[src/rtl/coco_timer_pkg.sv]
`default_nettype none
// ============================================================================
// Module   : coco_timer_pkg
// Brief    : Register map, CTRL bit layout, mode codes and FSM encoding
//            shared by the coco_timer countdown timer.
// Revision : 1.0 - initial release
// ============================================================================
package coco_timer_pkg;

  // Word offsets decoded from Addr[3:2]
  localparam logic [1:0] c_off_ctrl   = 2'd0;
  localparam logic [1:0] c_off_preset = 2'd1;
  localparam logic [1:0] c_off_count  = 2'd2;

  // CTRL bit positions
  localparam int unsigned c_bit_en      = 0;
  localparam int unsigned c_bit_mode_lo = 1;
  localparam int unsigned c_bit_mode_hi = 2;
  localparam int unsigned c_bit_im      = 3;

  localparam logic [1:0] c_mode_oneshot = 2'b00;
  localparam logic [1:0] c_mode_reload  = 2'b01;

  typedef enum logic [1:0] {
    c_st_idle = 2'd0,
    c_st_load = 2'd1,
    c_st_cnt  = 2'd2,
    c_st_int  = 2'd3
  } state_t;

  // Unassigned mode codes fold onto one-shot
  function automatic logic [1:0] mode_eff(input logic [1:0] mode);
    return (mode == c_mode_reload) ? c_mode_reload : c_mode_oneshot;
  endfunction

endpackage
`default_nettype wire

[src/rtl/coco_timer.sv]
`default_nettype none
// ============================================================================
// Module   : coco_timer
// Brief    : Memory-mapped 32-bit countdown timer with one-shot and
//            auto-reload modes and a maskable level interrupt.
// Revision : 1.0 - initial release
// ============================================================================
module coco_timer
  import coco_timer_pkg::*;
(
  input  logic        clk,
  input  logic        reset,
  input  logic [31:2] Addr,
  input  logic [31:0] WData,
  input  logic        WE,
  output logic [31:0] RData,
  output logic        IRQ
);

  state_t      r_state;
  state_t      w_state_next;
  logic [3:0]  r_ctrl;
  logic [3:0]  w_ctrl_next;
  logic [31:0] r_preset;
  logic [31:0] w_preset_next;
  logic [31:0] r_count;
  logic [31:0] w_count_next;
  logic        r_irq;
  logic        w_irq_next;

  logic [1:0]  w_off;
  logic        w_wr_ctrl;
  logic        w_wr_preset;
  logic        w_en;
  logic [1:0]  w_mode;
  logic        w_irq_set;
  logic        w_irq_clr;
  logic        w_fsm_en_clr;
  logic        w_unused;

  assign w_off       = Addr[3:2];
  assign w_unused    = ^Addr[31:4];
  assign w_wr_ctrl   = WE && (w_off == c_off_ctrl);
  assign w_wr_preset = WE && (w_off == c_off_preset);
  assign w_en        = r_ctrl[c_bit_en];
  assign w_mode      = r_ctrl[c_bit_mode_hi:c_bit_mode_lo];

  always_comb begin
    w_state_next  = r_state;
    w_ctrl_next   = r_ctrl;
    w_preset_next = r_preset;
    w_count_next  = r_count;
    w_irq_next    = r_irq;
    w_irq_set     = 1'b0;
    w_irq_clr     = 1'b0;
    w_fsm_en_clr  = 1'b0;

    case (r_state)
      c_st_idle: begin
        if (w_en) begin
          w_state_next = c_st_load;
          w_irq_clr    = 1'b1;
        end
      end
      c_st_load: begin
        w_count_next = r_preset;
        // A zero preset expires straight from LOAD, keeping the t+3 first
        // expiry and the P+2 reload period consistent for P=0.
        if (r_preset == 32'd0) begin
          w_irq_set    = 1'b1;
          w_state_next = c_st_int;
        end else begin
          w_state_next = c_st_cnt;
        end
      end
      c_st_cnt: begin
        if (!w_en) begin
          w_state_next = c_st_idle;
        end else if (r_count > 32'd1) begin
          w_count_next = r_count - 32'd1;
        end else begin
          w_count_next = 32'd0;
          w_irq_set    = 1'b1;
          w_state_next = c_st_int;
        end
      end
      c_st_int: begin
        if (mode_eff(w_mode) == c_mode_reload) begin
          w_irq_clr    = 1'b1;
          w_state_next = c_st_load;
        end else begin
          w_fsm_en_clr = 1'b1;
          w_state_next = c_st_idle;
        end
      end
      default: w_state_next = c_st_idle;
    endcase

    // CPU writes take priority over the FSM's own EN clear
    if (w_fsm_en_clr) w_ctrl_next[c_bit_en] = 1'b0;
    if (w_wr_ctrl)    w_ctrl_next = WData[3:0];
    if (w_wr_preset)  w_preset_next = WData;

    // A concurrent set beats any clear
    if (w_irq_clr || w_wr_ctrl || w_wr_preset) w_irq_next = 1'b0;
    if (w_irq_set) w_irq_next = 1'b1;
  end

  always_ff @(posedge clk) begin
    if (reset) begin
      r_state  <= c_st_idle;
      r_ctrl   <= 4'd0;
      r_preset <= 32'd0;
      r_count  <= 32'd0;
      r_irq    <= 1'b0;
    end else begin
      r_state  <= w_state_next;
      r_ctrl   <= w_ctrl_next;
      r_preset <= w_preset_next;
      r_count  <= w_count_next;
      r_irq    <= w_irq_next;
    end
  end

  always_comb begin
    RData = 32'd0;
    case (w_off)
      c_off_ctrl:   RData = {28'd0, r_ctrl};
      c_off_preset: RData = r_preset;
      c_off_count:  RData = r_count;
      default:      RData = 32'd0;
    endcase
  end

  assign IRQ = r_irq & r_ctrl[c_bit_im];

endmodule
`default_nettype wire

[config.mk]
export PLATFORM = sky130hd
export DESIGN_NAME = coco_timer
export DESIGN_NICKNAME = d
export VERILOG_FILES = /design/src/rtl/coco_timer_pkg.sv /design/src/rtl/coco_timer.sv
export SDC_FILE = /design/constraint.sdc
export NUM_CORES = 1
export LEC_CHECK = 0
export BUFFER_PORTS_ARGS = -buffer_cell sky130_fd_sc_hd__buf_2
export CORE_MARGIN = 3
export CORE_UTILIZATION = 59
export CTS_CLUSTER_SIZE = 14
export DETAILED_ROUTE_END_ITERATION = 16
export HOLD_SLACK_MARGIN = 0.06
export PLACE_DENSITY = 0.86
export SLEW_MARGIN = 15
export SYNTH_ARGS = -nofsm -noshare
export SYNTH_HDL_FRONTEND = slang
export SYNTH_SLANG_ARGS = --single-unit
[constraint.sdc]
create_clock -name clk -period 4.25 [get_ports clk]
set_input_delay 0.6375 -clock clk [delete_from_list [all_inputs] [get_ports clk]]
set_output_delay 0.6375 -clock clk [all_outputs]
set_load 0.03 [all_outputs]
==> PnR_summary.wiki, run 1 <==
{| class="wikitable"
! Metric !! Value
|-
| Result of the run || completed
|-
| Share of flip-flops with an asynchronous set or reset after synthesis || 0
|-
| Post-synthesis instance area || 4217 um^2
|-
| Clock buffers created by TritonCTS || 9
|-
| Insertion delay to the later sink of the worst-skew pair || 0.36 ns
|-
| Main area contributors after synthesis || sky130_fd_sc_hd__dfxtp_1, sky130_fd_sc_hd__nand2_1, sky130_fd_sc_hd__a21oi_1
|-
| Clk sink count || 71
|-
| Start point of the critical path || r_count[12]
|-
| Synth Instances || 544
|-
| TritonCTS clock tree || built
|-
| Max-slew headroom at the worst pin || 0.3046
|-
| Boundary Pins || 98
|-
| Count of cell types in the netlist || 56
|-
| First-pass iteration count of the detailed router || 5
|-
| Setup skew after layout || 0.005872 ns
|-
| Final count of negative-setup-slack endpoints || 0
|-
| Maximum number of pins on one net before global-route repair || 64
|-
| Actual slew at the worst max-slew pin || 1.043 ns
|-
| Buffer cell driving the clock tree root || sky130_fd_sc_hd__clkbuf_8
|-
| Final number of hold-violating endpoints || 0
|-
| Endpoint of the worst hold path || r_preset[10]
|-
| Number of antenna violations at the first check in global routing || 0
|-
| Top fanout value on the critical path || 11
|-
| Aggregate routed wire length || 12540 um
|-
| Standby leakage power || 1.855 nW
|-
| Crit path capture type || flip-flop
|-
| Worst supply voltage drop on vdd || 0.3156 mV
|-
| Fin. max-slew vios || 0
|-
| Final worst path period share || 0.7285
|-
| Detailed Place HPWL || 8347 um
|-
| Hold path startpoint || r_preset[10]
|-
| Number of buffers added on ports || 69
|-
| Net count reported at finish || 651
|-
| Worst hold-check path type || flip-flop to flip-flop
|-
| Maximum clock path buffer count || 2
|-
| Average routed wire per standard cell || 18.44 um
|-
| Post-synth top area share || 0.3371
|-
| Worst hold slack after final layout || 0.5004 ns
|-
| Post-detailed-route DRC marker count || 0
|-
| Crit path DAT || 3.35 ns
|-
| Antenna diode count || 0
|-
| CP required || 4.50 ns
|-
| Cell taking the most area after synthesis || sky130_fd_sc_hd__dfxtp_1
|-
| Average via count per standard cell || 6.691
|-
| Count of routing violations after the opening detailed-route iteration || 535
|-
| Total power per unit cell area || 775.2 nW/um^2
|-
| Reg2reg path depth || 5
|-
| Cts hold-fix bufs || 0
|-
| DRT antenna net count || 0
|-
| Register area share after synthesis || 0.3371
|-
| Setup TNS after final layout || 0 ns
|-
| Register-to-register setup slack || 1.15 ns
|-
| Layout cells sized above 1 || 0.1986
|-
| Post-CTS sizing || 0
|-
| Critical path launch point type || flip-flop
|-
| Setup WS pre-CTS || 1.298 ns
|-
| Area of the die || 8197 um^2
|-
| CP Class || flip-flop to flip-flop
|-
| Die extent in x || 90.54 um
|-
| Number of synthesis warnings || 0
|-
| Height of the chip || 90.54 um
|-
| Max_cap viols || 0
|-
| Post-synth net total || 616
|-
| Overall via count from detail_route || 4550
|-
| Total chip power || 3.670 mW
|-
| Number of post-CTS setup repair buffers || 0
|-
| RSZ-0062 raised after global routing || no
|-
| Total global routing track utilization || 0.3104
|-
| Global placer's final weighted congestion || 0.9452
|-
| Post-synth EDFFs || 0
|-
| Commonest cells after routing, fill and taps aside || sky130_fd_sc_hd__nand2_1, sky130_fd_sc_hd__dfxtp_1, sky130_fd_sc_hd__buf_2, sky130_fd_sc_hd__a21oi_1, sky130_fd_sc_hd__o21ai_0
|-
| R2R Path Start || r_count[12]
|-
| Destination of the worst register-to-register timing path || r_state[1]
|-
| First-pass GRT wire length || 20900 um
|-
| Number of rows created at floorplan || 30
|-
| Avg Cell Area, Syn || 7.751 um^2
|-
| Worst path setup slack after routing || 1.154 ns
|-
| FMAX || 0.3230 GHz
|-
| Initial Utilization || 0.6138
|-
| Via count of the first global-routing pass || 4211
|-
| Tmin final || 3.096 ns
|-
| Cell count of the worst hold path || 2
|-
| Leading cell type in the layout, fill and taps excluded || sky130_fd_sc_hd__nand2_1
|-
| Number of synthesized register bits || 71
|-
| Core outline area || 6869 um^2
|-
| H-Tree Level Count || 3
|-
| Area Growth Syn to Fin || 12.28%
|-
| Top FF cell, synth || sky130_fd_sc_hd__dfxtp_1
|-
| Clk slew on worst S/H paths || 0.08 ns
|-
| GR Overflow Total || 0
|}
[critical path, stage by stage (launching register included)]
cell                       delay (ns)
sky130_fd_sc_hd__dfxtp_1         0.43
sky130_fd_sc_hd__nor4_2          0.56
sky130_fd_sc_hd__nand4b_1        0.54
sky130_fd_sc_hd__nor4_1          0.96
sky130_fd_sc_hd__o21ai_1         0.24
sky130_fd_sc_hd__o41ai_2         0.26
[through the flow]
step                area (um^2)  instances    util
floorplan                  4217        544       -
global placement           4512        664  0.6568
detailed placement         4512        664  0.6568
CTS                        4732        680  0.6889
global route               4735        680  0.6893
finish                     4735        680  0.6893
[cell families after synthesis]
group / Yosys count / share of synthesized area
AO/OA/AOI/OAI: 212 / 0.3377
XOR/XNOR: 2 / 0.004155
adder cells (fa/ha/maj): 7 / 0.02077
buffers and inverters: 56 / 0.05757
flip-flops: 71 / 0.3371
multiplexers: 5 / 0.01217
AND/OR/NAND/NOR: 191 / 0.2306
[layout make-up]
| cell class | count | area (um^2) |
|---|---|---|
| Fill cell | 561 | 2135 |
| Inverter | 7 | 26.28 |
| Timing Repair Buffer | 73 | 375.4 |
| Clock inverter | 7 | 96.34 |
| Sequential cell | 71 | 1421 |
| Multi-Input combinational cell | 417 | 2571 |
| Tap cell | 96 | 120.1 |
| Clock buffer | 9 | 123.9 |
[routing by layer]
| metal | up-vias | global-route usage | routed length, um |
|---|---|---|---|
| met1 | 2130 | 0.4273 | 5138 |
| li1 | 2093 | - | - |
| met3 | 43 | 0.06167 | 1381 |
| met2 | 284 | 0.4682 | 5636 |
| met4 | 0 | 0.1416 | 386 |
| met5 | - | 0 | 0 |
[where the power goes]
| part | total, mW | switching [mW] | leakage [nW] | internal, mW |
|---|---|---|---|---|
| combinational | 1.99 | 1.28 | 1.16 | 0.704 |
| clock | 0.607 | 0.274 | 0.114 | 0.332 |
| sequential | 1.08 | 0.263 | 0.579 | 0.812 |
| total | 3.67 | 1.82 | 1.86 | 1.85 |
[flip-flops by register name (all words and copies together), names as in the netlist]
name,count
r_count,32
r_preset,32
r_ctrl,4
r_state,2
r_irq,1
[synth_stat cells (all sizes together), types with 3 or more instances]
| cell | n |
|---|---|
| nand2b | 4 |
| a22o | 28 |
| and2 | 3 |
| inv | 7 |
| mux2i | 4 |
| nand4 | 5 |
| nand3 | 3 |
| nor2 | 29 |
| a31o | 8 |
| or4 | 8 |
| ha | 7 |
| nor4 | 19 |
| nor3 | 11 |
| o221a | 4 |
| a21oi | 64 |
| clkbuf | 37 |
| dfxtp | 71 |
| a211oi | 22 |
| a21o | 11 |
| or3 | 3 |
| nand2 | 91 |
| nor2b | 3 |
| nor3b | 3 |
| o41ai | 8 |
| buf | 12 |
| o31ai | 4 |
| o21a | 7 |
| o21ai | 46 |
[worst max-delay path by stage]
| stage | endpoint | slack [ns] | cells past startpoint |
|---|---|---|---|
| after floorplan | RData[10] | 1.65 | 5 |
| after global placement | RData[25] | 1.40 | 5 |
| after detailed placement | r_state[1] | 1.30 | 5 |
| after CTS | r_state[1] | 1.21 | 5 |
| after global routing | r_state[1] | 0.91 | 5 |
| final | r_state[1] | 1.15 | 5 |
Note: power is estimated with default switching activity, not from simulation.
==> run 2, diff against run 1 <==
- ABC_AREA: not set -> 1
- CORE_UTILIZATION: 59 -> 49
- PLACE_DENSITY: 0.86 -> 0.76
- clock period: 4.25 -> 2.5 ns (I/O delays scaled with it)
==> run 2 against run 1 <==
Utilization shrank 9.3 points. Sequential power grew 54%. Critical path type unchanged. Cell count grew 23%. Critical path depth grew 6. Total power grew 66%. Synthesized cell count grew 23%. Via count grew 1.8%. Sequential cell count is the same. Register-to-register slack lost 0.65 ns.
==> PnR_summary.wiki, run 2 <==
{| class="wikitable"
! Metric !! Value
|-
| H-Tree Level Count || 3 (unchanged)
|-
| Largest registers ranked by flip-flop count || r_count x32, r_preset x32, r_ctrl x4
|-
| Critical Path Most Common Cell || sky130_fd_sc_hd__nand2_2
|-
| Clk sink count || 71 (unchanged)
|-
| Critical path launch point type || flip-flop
|-
| Share of flip-flops with an asynchronous set or reset after synthesis || 0 (unchanged)
|-
| Post-detailed-route DRC marker count || 0 (unchanged)
|-
| Routing usage on met1 || 0.3660 (-0.06127)
|-
| Overall via count from detail_route || 4634 (+1.8%)
|-
| Top delay family on crit path || simple AND/OR/NAND/NOR gates
|-
| First-pass GRT wire length || 21170 um (+1.3%)
|-
| Maximum number of pins on one net before global-route repair || 70 (+9.4%)
|-
| Number of synthesized register bits || 71 (unchanged)
|-
| Via count of the first global-routing pass || 4419 (+4.9%)
|-
| Count of routing violations after the opening detailed-route iteration || 306 (-43%)
|-
| Worst hold-check path type || primary input to flip-flop
|-
| Met3 layer usage reported by global route || 0.04067 (-0.02099)
|-
| Register area share after synthesis || 0.3314 (-0.005703)
|-
| Final number of hold-violating endpoints || 0 (unchanged)
|-
| GR Overflow Total || 0 (unchanged)
|-
| Number of post-CTS setup repair buffers || 0 (unchanged)
|-
| Result of the run || completed
|-
| FMAX || 0.4999 GHz (+55%)
|-
| Main area contributors after synthesis || sky130_fd_sc_hd__dfxtp_1, sky130_fd_sc_hd__o21ai_0, sky130_fd_sc_hd__nor2_1
|-
| DRT antenna net count || 0 (unchanged)
|-
| Max_cap viols || 0 (unchanged)
|-
| Maximum clock path buffer count || 2 (unchanged)
|-
| Area Growth Syn to Fin || 15.99%
|-
| Cell taking the most area after synthesis || sky130_fd_sc_hd__dfxtp_1
|-
| Worst supply voltage drop on vdd || 0.6033 mV (+91%)
|-
| Global routing met2 resource utilization || 0.4189 (-0.04929)
|-
| Insertion delay to the later sink of the worst-skew pair || 0.35 ns (about the same)
|-
| R2R Path Start || r_count[0]
|-
| Final count of negative-setup-slack endpoints || 0 (unchanged)
|-
| Critical path cell sequence || inv_1, ha_1, nand2_2, nor2_4, nand2_4, nand2_2, nand2_2, nand2_2, inv_2, nand2_2, a21oi_2
|-
| Detailed Place HPWL || 9373 um (+12%)
|-
| Crit path capture type || flip-flop
|-
| Total power per unit cell area || 1228 nW/um^2 (+58%)
|-
| TritonCTS clock tree || built
|-
| Number of buffers added on ports || 69 (unchanged)
|-
| Post-synth EDFFs || 0 (unchanged)
|-
| Core outline area || 8341 um^2 (+21%)
|-
| Cell with the biggest individual delay on the critical path || sky130_fd_sc_hd__dfxtp_1
|-
| Avg Cell Area, Syn || 6.421 um^2 (-17%)
|-
| Sum of buffers and inverters on the critical path || 2 (+2)
|-
| Number of rows created at floorplan || 33 (+10%)
|-
| Post-synth top area share || 0.3314 (-0.005703)
|-
| Post-synthesis instance area || 4289 um^2 (+1.7%)
|-
| Top fanout value on the critical path || 20 (+9)
|-
| Die extent in x || 99.56 um (+10%)
|-
| Commonest cells after routing, fill and taps aside || sky130_fd_sc_hd__o21ai_0, sky130_fd_sc_hd__nor2_1, sky130_fd_sc_hd__nand2_1, sky130_fd_sc_hd__inv_1, sky130_fd_sc_hd__dfxtp_1
|-
| Height of the chip || 99.56 um (+10%)
|-
| First-pass iteration count of the detailed router || 5 (unchanged)
|-
| Top FF cell, synth || sky130_fd_sc_hd__dfxtp_1
|-
| Boundary Pins || 98 (unchanged)
|-
| Average via count per standard cell || 5.523 (-17%)
|-
| Synth Instances || 668 (+23%)
|-
| Most used standard cell by instance count after synthesis || sky130_fd_sc_hd__o21ai_0
|-
| Average routed wire per standard cell || 15.45 um (-16%)
|-
| Number of antenna violations at the first check in global routing || 0 (unchanged)
|-
| Layout cells sized above 1 || 0.1757 (-0.02288)
|-
| Most congested layer reported by global routing || met2
|-
| Initial Utilization || 0.5143 (-0.09959)
|-
| Start point of the critical path || r_count[0]
|-
| Setup TNS after final layout || 0 ns (unchanged)
|-
| Max-slew headroom at the worst pin || 0.6693 (+0.3647)
|-
| CP required || 2.74 ns (-1.76 ns)
|-
| Fin. max-slew vios || 0 (unchanged)
|-
| Total chip power || 6.107 mW (+66%)
|-
| Aggregate routed wire length || 12960 um (+3.3%)
|-
| Area of the die || 9912 um^2 (+21%)
|-
| Number of synthesis warnings || 0 (unchanged)
|-
| Setup skew after layout || 0.01445 ns (+0.008583 ns)
|-
| CP Class || flip-flop to flip-flop
|-
| Buffer cell driving the clock tree root || sky130_fd_sc_hd__clkbuf_8
|-
| Ranking of synthesized cells by instance count || sky130_fd_sc_hd__o21ai_0, sky130_fd_sc_hd__nor2_1, sky130_fd_sc_hd__nand2_1
|-
| Tmin final || 2.000 ns (-1.096 ns)
|-
| Worst hold slack after final layout || 0.2056 ns (-0.2948 ns)
|-
| Cts hold-fix bufs || 0 (unchanged)
|-
| Crit path DAT || 2.24 ns (-1.11 ns)
|-
| Leading cell type in the layout, fill and taps excluded || sky130_fd_sc_hd__o21ai_0
|-
| Final worst path period share || 0.8001 (+0.07158)
|-
| Critical path's largest stage delay || 0.33 ns (-0.63 ns)
|-
| Count of cell types in the netlist || 23 (-59%)
|-
| Hold path startpoint || reset
|-
| Standby leakage power || 2.184 nW (+18%)
|-
| Global placer's final weighted congestion || 0.8993 (-4.9%)
|-
| Post-CTS sizing || 0 (unchanged)
|-
| Antenna diode count || 0 (unchanged)
|-
| Clock buffers created by TritonCTS || 9 (unchanged)
|-
| Total global routing track utilization || 0.2660 (-0.04434)
|-
| Actual slew at the worst max-slew pin || 0.4953 ns (-0.5477 ns)
|-
| Post-synth net total || 740 (+20%)
|-
| Net count reported at finish || 802 (+23%)
|-
| Clk slew on worst S/H paths || 0.08 ns (about the same)
|-
| RSZ-0062 raised after global routing || no
|}
==> run 2: cell count changes in the layout (fill, tap and decap cells not counted), sizes merged, moves of 22 or more <==
| cell | delta |
|---|---|
| nand2 | +22 |
| inv | +81 |
| o22ai | +28 |
| a211oi | -22 |
| o21ai | +67 |
| nor2 | +80 |
| a22o | -28 |
==> run 2: logic make-up after synthesis <==
kind of cell	Yosys count	share of synthesized area
buf+inv	120	0.1103
fa+ha+maj	7	0.02042
flops	71	0.3314
xor+xnor	15	0.03063
simple gates	250	0.2468
compound gates	205	0.2605
==> run 2: final cells by class <==
type                    instances  area [um^2]
inverters                      89        334.1
clock inverters                 5        107.6
multi-input cells             477         2397
flip-flops and latches         71         1421
clock buffers                  10        127.6
repair buffers                 82        455.4
fillers                       843         3366
well taps                     105        131.4
==> run 2: per-layer routing <==
metal,share of wire,vias to the layer above
met5,0,-
met4,0.024,0
met3,0.076,24
met2,0.45,172
met1,0.45,2123
li1,-,2315
==> run 2: worst reg2reg max path, cell delays in order, from the launching register on <==
cell and delay [ns]:
sky130_fd_sc_hd__dfxtp_1 0.33, sky130_fd_sc_hd__inv_1 0.14, sky130_fd_sc_hd__ha_1 0.22, sky130_fd_sc_hd__nand2_2 0.11
sky130_fd_sc_hd__nor2_4 0.28, sky130_fd_sc_hd__nand2_4 0.12, sky130_fd_sc_hd__nand2_2 0.10, sky130_fd_sc_hd__nand2_2 0.09
sky130_fd_sc_hd__nand2_2 0.09, sky130_fd_sc_hd__inv_2 0.20, sky130_fd_sc_hd__nand2_2 0.15, sky130_fd_sc_hd__a21oi_2 0.05
==> run 2: stage by stage <==
stage | worst slack, ns | util | area (um^2) | instances
after global routing | 0.2904 | 0.5965 | 4975 | 839
after detailed placement | 0.5419 | 0.5683 | 4740 | 824
after CTS | 0.5280 | 0.5965 | 4975 | 839
after floorplan | 0.7192 | - | 4289 | 668
final | 0.4998 | 0.5965 | 4975 | 839
after global placement | 0.5675 | 0.5683 | 4740 | 824
==> run 2: path summary, 6_finish.rpt <==
check	end	slack, ns	depth (start not counted)
min reg2reg	r_preset[31]	0.49	2
min	r_irq	0.21	2
max	r_count[23]	0.50	11
max reg2reg	r_count[23]	0.50	11
==> run 2: report_power, final <==
group	total [mW]	internal, mW	leakage, nW	switching [mW]
clock network	1.12	0.662	0.117	0.463
logic	3.32	1.03	1.49	2.29
registers	1.66	1.38	0.582	0.284
total	6.11	3.07	2.18	3.04
==> run 3, diff against run 2 <==
- ABC_AREA: 1 -> 0
- CORE_UTILIZATION: 49 -> 54
- PLACE_DENSITY: 0.76 -> 0.8
- clock period: 2.5 -> 1.9 ns (I/O delays scaled with it)
==> run 3 against run 2 <==
The flow now finishes with violations (setup timing). Combinational power grew to 2.5 times the previous value. Die area is 10% lower. Cell count is 6.6% lower. Critical path depth is 4 lower. Final area is 19% higher. Non-clock buffer count is 91 higher. Global-route usage is 8.1 points higher. Register-to-register slack worse by 0.82 ns. Sequential cell count stayed put. Total power is 95% higher. Critical path type unchanged. Critical endpoint is now r_count[30]. Highest routed layer unchanged.
==> PnR_summary.wiki, run 3 (same netlist as run 1, synthesis figures left out) <==
{| class="wikitable"
! Metric !! Value
|-
| Buffer cell driving the clock tree root || sky130_fd_sc_hd__clkbuf_8
|-
| Crit path capture type || flip-flop
|-
| Clk slew on worst S/H paths || 0.09 ns (about the same)
|-
| Worst hold-check path type || primary input to flip-flop
|-
| CP Class || flip-flop to flip-flop
|-
| Max-slew headroom at the worst pin || 0.6792 (+0.009896)
|-
| Final number of hold-violating endpoints || 0 (unchanged)
|-
| Global routing met2 resource utilization || 0.5650 (+0.1461)
|-
| Antenna diode count || 0 (unchanged)
|-
| DRT antenna net count || 0 (unchanged)
|-
| Aggregate routed wire length || 15590 um (+20%)
|-
| Cell with the biggest individual delay on the critical path || sky130_fd_sc_hd__or4_4
|-
| Average routed wire per standard cell || 19.88 um (+29%)
|-
| Post-detailed-route DRC marker count || 0 (unchanged)
|-
| Critical path cell sequence || inv_2, ha_4, or3b_4, or4_4, nor3_4, a311oi_1, a211oi_2
|-
| Number of rows created at floorplan || 31 (-6.1%)
|-
| Initial Utilization || 0.5692 (+0.05491)
|-
| Tmin final || 2.221 ns (+0.2205 ns)
|-
| Critical path's largest stage delay || 0.62 ns (+0.29 ns)
|-
| Core outline area || 7408 um^2 (-11%)
|-
| Crit path DAT || 2.51 ns (+0.27 ns)
|-
| Top fanout value on the critical path || 5 (-75%)
|-
| CP required || 2.19 ns (-0.55 ns)
|-
| Net count reported at finish || 752 (-6.2%)
|-
| Setup skew after layout || 0.01178 ns (-0.002672 ns)
|-
| Top delay family on crit path || simple AND/OR/NAND/NOR gates
|-
| Violated checks || setup timing
|-
| Total global routing track utilization || 0.3465 (+0.08050)
|-
| Count of routing violations after the opening detailed-route iteration || 551 (+80%)
|-
| FMAX || 0.4503 GHz (-9.9%)
|-
| Boundary Pins || 98 (unchanged)
|-
| Fin. max-slew vios || 0 (unchanged)
|-
| Worst supply voltage drop on vdd || 1.008 mV (+67%)
|-
| Clock buffers created by TritonCTS || 9 (unchanged)
|-
| Average via count per standard cell || 6.458 (+17%)
|-
| Leading cell type in the layout, fill and taps excluded || sky130_fd_sc_hd__buf_4
|-
| Result of the run || finished with violations
|-
| Detailed Place HPWL || 10570 um (+13%)
|-
| Height of the chip || 94.37 um (-5.2%)
|-
| H-Tree Level Count || 3 (unchanged)
|-
| Area of the die || 8905 um^2 (-10%)
|-
| First-pass GRT wire length || 23820 um (+13%)
|-
| Area Growth Syn to Fin || 40.50%
|-
| Commonest cells after routing, fill and taps aside || sky130_fd_sc_hd__buf_4, sky130_fd_sc_hd__nand2_1, sky130_fd_sc_hd__buf_2, sky130_fd_sc_hd__dfxtp_1, sky130_fd_sc_hd__a21oi_1
|-
| Largest registers ranked by flip-flop count || r_count x32, r_preset x32, r_ctrl x4
|-
| Sum of buffers and inverters on the critical path || 1 (-1)
|-
| Layout cells sized above 1 || 0.3825 (+0.2067)
|-
| Critical path launch point type || flip-flop
|-
| Die extent in x || 94.37 um (-5.2%)
|-
| Standby leakage power || 2.465 nW (+13%)
|-
| RSZ-0062 raised after global routing || yes
|-
| Routing usage on met1 || 0.4303 (+0.06423)
|-
| Max_cap viols || 0 (unchanged)
|-
| Number of buffers added on ports || 69 (unchanged)
|-
| Worst path setup slack after routing || -0.3207 ns (-0.8205 ns)
|-
| Maximum number of pins on one net before global-route repair || 34 (-51%)
|-
| Final worst path period share || 1.169 (+0.3687)
|-
| Global placer's final weighted congestion || 0.9574 (+6.5%)
|-
| Insertion delay to the later sink of the worst-skew pair || 0.36 ns (about the same)
|-
| Actual slew at the worst max-slew pin || 0.4812 ns (-0.01412 ns)
|-
| Maximum clock path buffer count || 2 (unchanged)
|-
| First-pass iteration count of the detailed router || 7 (+2)
|-
| Most congested layer reported by global routing || met2
|-
| Final count of negative-setup-slack endpoints || 33 (+33)
|-
| Overall via count from detail_route || 5063 (+9.3%)
|-
| Total power per unit cell area || 2007 nW/um^2 (+63%)
|-
| Number of antenna violations at the first check in global routing || 0 (unchanged)
|-
| Setup WS pre-CTS || -0.3053 ns (-0.8472 ns)
|-
| Via count of the first global-routing pass || 4715 (+6.7%)
|-
| TritonCTS clock tree || built
|-
| GR Overflow Total || 0 (unchanged)
|-
| Met3 layer usage reported by global route || 0.1068 (+0.06610)
|-
| Clk sink count || 71 (unchanged)
|-
| Total chip power || 11.89 mW (+95%)
|}
## run 3: cell count changes in the layout (fill, tap and decap cells not counted), moves of 14 or more
| cell | previous run | this run |
|---|---|---|
| sky130_fd_sc_hd__o22ai_1 | 28 | 0 |
| sky130_fd_sc_hd__a22o_1 | 0 | 28 |
| sky130_fd_sc_hd__o21ai_0 | 113 | 37 |
| sky130_fd_sc_hd__nor2_1 | 104 | 28 |
| sky130_fd_sc_hd__nand2_2 | 16 | 2 |
| sky130_fd_sc_hd__inv_1 | 88 | 5 |
| sky130_fd_sc_hd__buf_4 | 12 | 91 |
| sky130_fd_sc_hd__nand3_1 | 18 | 3 |
| sky130_fd_sc_hd__xor2_1 | 15 | 0 |
## run 3: through the flow
step / setup TNS, ns / utilization / instance area [um^2] / std cells / hold WS [ns]
3_5_place_dp: -6.008 / 0.7171 / 5313 / 747 / 0.4830
3_3_place_gp: -4.719 / 0.7171 / 5313 / 747 / 0.4750
2_1_floorplan: -3.646 / - / 4353 / 544 / 0.4210
5_1_grt: -7.706 / 0.7997 / 5924 / 784 / 0.1278
4_1_cts: -4.018 / 0.7730 / 5727 / 774 / 0.1302
6_report: -4.777 / 0.7997 / 5924 / 784 / 0.1454
## run 3: report_power, final
part	switching [mW]	internal, mW
logic	4.51	3.90
clock network	0.667	0.621
registers	0.347	1.84
total	5.53	6.36
## run 3: final timing paths
path,from,end,slack (ns),cells after the start
setup / recovery,r_count[1],r_count[30],-0.32,7
hold / removal,WData[12],r_preset[12],0.15,3
setup reg to reg,r_count[1],r_count[30],-0.32,7
hold reg to reg,r_preset[13],r_preset[13],0.50,2
## run 3: layout make-up
type | count | area [um^2]
Clock buffer | 9 | 123.9
Clock inverter | 7 | 77.57
Fill cell | 505 | 1484
Inverter | 7 | 26.28
Multi-Input combinational cell | 418 | 2874
Sequential cell | 71 | 1435
Tap cell | 99 | 123.9
Timing Repair Buffer | 173 | 1264
## run 3: per-layer routing
layer,routed length [um],part of all wire
met1,6074,0.39
met2,7107,0.46
met3,1859,0.12
met4,545,0.035
met5,0,0
## run 3: worst register-to-register path: stages, from the launching register on
cell and delay [ns]:
sky130_fd_sc_hd__dfxtp_2 0.34, sky130_fd_sc_hd__inv_2 0.07, sky130_fd_sc_hd__ha_4 0.12, sky130_fd_sc_hd__or3b_4 0.37, sky130_fd_sc_hd__or4_4 0.62, sky130_fd_sc_hd__nor3_4 0.28
sky130_fd_sc_hd__a311oi_1 0.15, sky130_fd_sc_hd__a211oi_2 0.21
## run 3: repair_timing
action | in CTS | in global routing
hold buffers | 0 | 0
resized for setup | 22 | 30
buffers inserted | 8 | 10
pin swaps | 8 | 13
setup endpoints to repair | 35 | 35
gates cloned | 3 | 0
